[src/rtl/cdbus_pkg.sv]
// Shared definitions for the cdbus CSR arbiter: default bus widths and the
// arbiter FSM state encoding.
package cdbus_pkg;

    localparam int CDBUS_ADDR_W = 4;
    localparam int CDBUS_DATA_W = 32;

    typedef enum logic [1:0] {
        ST_IDLE   = 2'd0,
        ST_ISSUE  = 2'd1,
        ST_RDWAIT = 2'd2,
        ST_RESP   = 2'd3
    } arb_state_e;

    // Index width for an N-entry selector; never narrower than one bit.
    function automatic int idx_width(input int n);
        return (n > 1) ? $clog2(n) : 1;
    endfunction

endpackage

[src/rtl/rr_pick.sv]
// Combinational round-robin picker: the first pending entry found when
// scanning upward from last+1 (wrapping) wins.
module rr_pick #(
    parameter int N     = 2,
    parameter int IDX_W = (N > 1) ? $clog2(N) : 1
) (
    input  logic [N-1:0]     pending,
    input  logic [IDX_W-1:0] last,
    output logic             valid,
    output logic [IDX_W-1:0] winner
);

    // rot[k] is the pending bit of the requester k+1 positions after last.
    logic [N-1:0]     rot;
    logic [IDX_W-1:0] rot_idx [N];

    for (genvar gi = 0; gi < N; gi++) begin : g_rot
        logic [IDX_W:0] sum;
        assign sum         = {1'b0, last} + (IDX_W+1)'(gi + 1);
        assign rot_idx[gi] = (sum >= (IDX_W+1)'(N)) ? IDX_W'(sum - (IDX_W+1)'(N))
                                                    : sum[IDX_W-1:0];
        assign rot[gi]     = pending[rot_idx[gi]];
    end

    always_comb begin
        valid  = |pending;
        winner = '0;
        for (int i = N - 1; i >= 0; i--) begin
            if (rot[i]) begin
                winner = rot_idx[i];
            end
        end
    end

endmodule

[src/rtl/cdbus_csr_arbiter.sv]
// Round-robin arbiter sharing one cdbus CSR port between N_REQ hosts; one
// access in flight at a time, one strobe per grant, per-requester ack.
module cdbus_csr_arbiter
    import cdbus_pkg::*;
#(
    parameter int N_REQ  = 2,
    parameter int ADDR_W = CDBUS_ADDR_W,
    parameter int DATA_W = CDBUS_DATA_W,
    parameter int RD_LAT = 1
) (
    input  logic                      clk,
    input  logic                      reset,
    input  logic [N_REQ-1:0]          req_read,
    input  logic [N_REQ-1:0]          req_write,
    input  logic [N_REQ*ADDR_W-1:0]   req_addr,
    input  logic [N_REQ*DATA_W-1:0]   req_wdata,
    output logic [N_REQ-1:0]          req_ack,
    output logic                      req_rvalid,
    output logic [DATA_W-1:0]         req_rdata,
    output logic                      proto_err,
    output logic                      chip_select,
    output logic [ADDR_W-1:0]         csr_address,
    output logic                      csr_read,
    output logic                      csr_write,
    output logic [DATA_W-1:0]         csr_writedata,
    input  logic [DATA_W-1:0]         csr_readdata
);

    localparam int IDX_W = idx_width(N_REQ);
    localparam int CNT_W = $clog2(RD_LAT + 1);
    localparam logic [IDX_W-1:0] LAST_INIT = IDX_W'(N_REQ - 1);
    localparam logic [CNT_W-1:0] CNT_LOAD  = CNT_W'(RD_LAT - 1);

    arb_state_e          state_reg, state_next;
    logic [IDX_W-1:0]    grant_reg;
    logic [IDX_W-1:0]    last_reg;
    logic [ADDR_W-1:0]   addr_reg;
    logic [DATA_W-1:0]   wdata_reg;
    logic                is_write_reg;
    logic [CNT_W-1:0]    cnt_reg;
    logic [DATA_W-1:0]   rdata_reg;
    logic                proto_err_reg;

    logic [N_REQ-1:0]    pending;
    logic                pick_valid;
    logic [IDX_W-1:0]    pick_winner;
    logic                ack_fire;

    assign pending = req_read | req_write;

    rr_pick #(
        .N     (N_REQ),
        .IDX_W (IDX_W)
    ) u_rr_pick (
        .pending (pending),
        .last    (last_reg),
        .valid   (pick_valid),
        .winner  (pick_winner)
    );

    always_comb begin
        state_next = state_reg;
        case (state_reg)
            ST_IDLE:   if (pick_valid) state_next = ST_ISSUE;
            ST_ISSUE:  state_next = is_write_reg ? ST_IDLE : ST_RDWAIT;
            ST_RDWAIT: if (cnt_reg == '0) state_next = ST_RESP;
            ST_RESP:   state_next = ST_IDLE;
            default:   state_next = ST_IDLE;
        endcase
    end

    always_ff @(posedge clk or posedge reset) begin
        if (reset) begin
            state_reg     <= ST_IDLE;
            grant_reg     <= '0;
            last_reg      <= LAST_INIT;
            addr_reg      <= '0;
            wdata_reg     <= '0;
            is_write_reg  <= 1'b0;
            cnt_reg       <= '0;
            rdata_reg     <= '0;
            proto_err_reg <= 1'b0;
        end else begin
            state_reg <= state_next;
            case (state_reg)
                ST_IDLE: begin
                    if (pick_valid) begin
                        grant_reg    <= pick_winner;
                        addr_reg     <= req_addr[pick_winner*ADDR_W +: ADDR_W];
                        wdata_reg    <= req_wdata[pick_winner*DATA_W +: DATA_W];
                        // A simultaneous read+write is demoted to a write.
                        is_write_reg <= req_write[pick_winner];
                        if (req_read[pick_winner] && req_write[pick_winner]) begin
                            proto_err_reg <= 1'b1;
                        end
                    end
                end
                ST_ISSUE: begin
                    cnt_reg <= CNT_LOAD;
                    if (is_write_reg) begin
                        last_reg <= grant_reg;
                    end
                end
                ST_RDWAIT: begin
                    if (cnt_reg == '0) begin
                        rdata_reg <= csr_readdata;
                    end else begin
                        cnt_reg <= cnt_reg - CNT_W'(1);
                    end
                end
                ST_RESP: begin
                    last_reg <= grant_reg;
                end
                default: begin
                end
            endcase
        end
    end

    // Outputs decode straight from registered state so reset clears them at once.
    assign chip_select   = (state_reg == ST_ISSUE) || (state_reg == ST_RDWAIT);
    assign csr_read      = (state_reg == ST_ISSUE) && !is_write_reg;
    assign csr_write     = (state_reg == ST_ISSUE) &&  is_write_reg;
    assign csr_address   = addr_reg;
    assign csr_writedata = wdata_reg;

    assign ack_fire = ((state_reg == ST_ISSUE) && is_write_reg) || (state_reg == ST_RESP);

    for (genvar gi = 0; gi < N_REQ; gi++) begin : g_ack
        assign req_ack[gi] = ack_fire && (grant_reg == IDX_W'(gi));
    end

    assign req_rvalid = (state_reg == ST_RESP);
    assign req_rdata  = rdata_reg;
    assign proto_err  = proto_err_reg;

endmodule

[config.mk]
export PLATFORM = sky130hd
export DESIGN_NAME = cdbus_csr_arbiter
export DESIGN_NICKNAME = d
export VERILOG_FILES = /design/src/rtl/cdbus_pkg.sv /design/src/rtl/rr_pick.sv /design/src/rtl/cdbus_csr_arbiter.sv
export SDC_FILE = /design/constraint.sdc
export NUM_CORES = 1
export LEC_CHECK = 0
export ABC_AREA = 1
export CAP_MARGIN = 40
export CORE_AREA = 2 2 73 75
export CTS_CLUSTER_SIZE = 30
export DETAILED_ROUTE_END_ITERATION = 12
export DIE_AREA = 0 0 75 77
export DONT_BUFFER_PORTS = 1
export PLACE_DENSITY = 0.78
export SYNTH_ARGS = -nofsm -noshare
export SYNTH_HDL_FRONTEND = slang
export SYNTH_SLANG_ARGS = --single-unit
[constraint.sdc]
create_clock -name clk -period 3.7 [get_ports clk]
set_input_delay 0.74 -clock clk [delete_from_list [all_inputs] [get_ports clk]]
set_output_delay 0.74 -clock clk [all_outputs]
set_load 0.005 [all_outputs]
==> metrics <==
CP max FO 4; fmax between 400 and 500 MHz; final wirelength about 7300 um; outcome finished clean; first-pass GRT wire length between 10,000 and 15,000 um; WP data arrival 1.32 ns; post-DR vias/cell 6.14; syn_nets 433; FILL cells 382; fin nets roughly 430; placed cells approximately 370; most frequent cells in the layout 73 x dfrtp_1, 51 x nand2_1, 38 x nand3_1; Root Buffer clkbuf_8; clk buf depth 2; P_int between 1.5 and 2 mW; Design Area, Final 3450 um2; layout cells sized above 1 0.191; DIE HEIGHT about 77 um; Avg Inst Size Synth 10.2 um2; final RePlAce weighted congestion between 0.7 and 0.8; DR DRC count 0; Via Count approximately 2,400; Fin Hold WS ~0.36 ns; Psw 1.17 mW; clk sink count 74; commonest non-fill, non-tap cell in the layout dfrtp_1; clock period minus worst slack around 2.1 ns; initial core utilization 0.654; Sw Ratio 0.379; CTS buffer count 9; Compound-Gate Fraction of Synth Area 0.0857; Detail Route Antenna Nets 0; #FFs+latches synth 74; Hold Vio Cnt, Final 0; worst skew pair latency between 0.3 and 0.4 ns; initial detailed-routing violation count between 100 and 150; Worst Skew 0.0129 ns; worst-path cell chain inv_1 > ha_1 > nand2_1 > a21oi_1; Mapped Area around 3300 um2; Clk pwr share 0.171; pin count of the biggest net entering global routing 58; Syn Inst Count roughly 320; Max-Cap Viols 0; Placed Instance Area between 3000 and 4000 um2; CTS tree done; R2R Setup Slk ~1.9 ns; PostCTS Resize Cnt 0; Pins Over Slew Limit 0; Worst Setup End Kind output port; number of endpoints failing setup at the final stage 0; # IOs roughly 190; drt wl/cell about 19 um; worst min path class input port to asynchronous set/reset pin; Flop pwr share 0.504; IO Port Bufs 0; Worst-path clk slew around 0.08 ns; mux cell area share after synthesis 0.111; Worst EP required 2.96 ns; row count 26; slowest CP cell dfrtp_1; diode count 0; worst slew pin tran 0.662 ns; combinational share of power 0.325; power per cell area around 900 nW/um2; gr ovfl total 0; DRT Pass-1 Iters 5; post-synthesis adder-cell area fraction 0.0154; number of setup buffers added after CTS 0; initial antenna violation count 0; die width 75 um; Synth-to-Final Area Change 6.00%; post-route clock period utilization 0.557; Setup CP Type flop to output port; CP max stage delay between 0.4 and 0.5 ns; Seq/Total Area, Yosys 0.569; CP Launch Type flop; Cell variety after synth 21; die area just under 6000 um2; largest family of logic cells by synthesized area simple AND/OR/NAND/NOR gates; core area 4980 um2; Simple-Gate Fraction of Synth Area 0.166; worst vdd ir 0.000675 V; RSZ-0062 raised after global routing no; Synth Area in XOR/XNOR 0; CTS Hold Bufs 0; All-Layer GR Usage 0.248; TNS Setup 0 ns; DP Wirelength 5210 um; vias in the first global route 2,225; P_leak around 1.5 nW; Max-slew headroom 0.558; Yosys warnings 0; # H-tree levels 3; final non-filler cell total approximately 390
logic make-up after synthesis:
| group | after synthesis |
|---|---|
| adders and majority gates | 4 |
| muxes | 32 |
| AOI/OAI and AO/OA | 46 |
| buffers and inverters | 34 |
| DFF | 74 |
| and+or+nand+nor | 129 |
cell type report:
| class | count | area, um2 | share of cell area |
|---|---|---|---|
| clock buffer | 11 | 131 | 0.0381 |
| clock inverter | 5 | 31.3 | 0.00906 |
| inverter | 11 | 41.3 | 0.0120 |
| multi-input combinational | 211 | 1230 | 0.356 |
| sequential | 74 | 1850 | 0.537 |
| tap | 70 | 87.6 | 0.0254 |
| timing repair buffer | 7 | 77.6 | 0.0225 |
critical path, delay by kind of cell, from the launching register on:
family | cells | cell delay, ns
compound gates | 1 | 0.17
simple gates | 1 | 0.10
fa+ha+maj | 1 | 0.18
buf+inv | 1 | 0.11
flops | 1 | 0.43
layer usage:
| metal | GRT usage | routed length [um] | part of all wire | vias up |
|---|---|---|---|---|
| met4 | 0.0982 | 118 | 0.016 | 0 |
| met2 | 0.389 | 3600 | 0.49 | 138 |
| li1 | - | - | - | 1075 |
| met1 | 0.323 | 2780 | 0.38 | 1165 |
| met3 | 0.0723 | 813 | 0.11 | 11 |
| met5 | 0 | 0 | 0 | - |
synthesized netlist by cell type:
cell type   n  share of area
nand2_1    51          0.059
a21oi_1     2         0.0031
buf_2      10          0.015
buf_4       7          0.016
nor2_1     37          0.043
buf_1       3         0.0035
a31oi_1    36          0.069
o21ai_1     1         0.0015
inv_1       9          0.010
clkbuf_1    2         0.0023
nor2_2      1         0.0019
buf_6       1         0.0035
o21ai_0     6         0.0092
nand3_1    38          0.058
ha_1        4          0.015
dfstp_2     1         0.0081
mux2_2     32           0.11
inv_2       2         0.0023
dfrtp_1    73           0.56
nand2_2     2         0.0038
o21ai_2     1         0.0027
power by group through the flow:
| stage | registers (mW) | clock network (mW) | logic, mW |
|---|---|---|---|
| CTS | 1.57 | 0.538 | 1.01 |
| floorplan | 1.47 | 0 | 0.898 |
| global route | 1.61 | 0.574 | 1.13 |
| finish | 1.56 | 0.529 | 1.01 |
| global placement | 1.56 | 0 | 0.941 |
| detailed placement | 1.58 | 0 | 1.01 |
final timing paths:
check	startpoint	end	cells after the start
setup / recovery	flop	req_ack[0]	4
hold / removal	reset	req_rdata[22]	1
setup reg to reg	last_reg	csr_writedata[3]	6
hold reg to reg	proto_err	proto_err	2
max in group asynchronous	reset	req_rdata[2]	2
min in group clk	proto_err	proto_err	2
metrics by stage:
stage / worst slack [ns] / utilization / power, mW
floorplan: 1.08 / - / 2.37
global placement: 1.55 / 0.653 / 2.51
detailed placement: 1.54 / 0.661 / 2.59
CTS: 1.64 / 0.693 / 3.11
global route: 1.54 / 0.693 / 3.32
finish: 1.64 / 0.693 / 3.10
No activity file was read; power rests on OpenSTA's default activity.
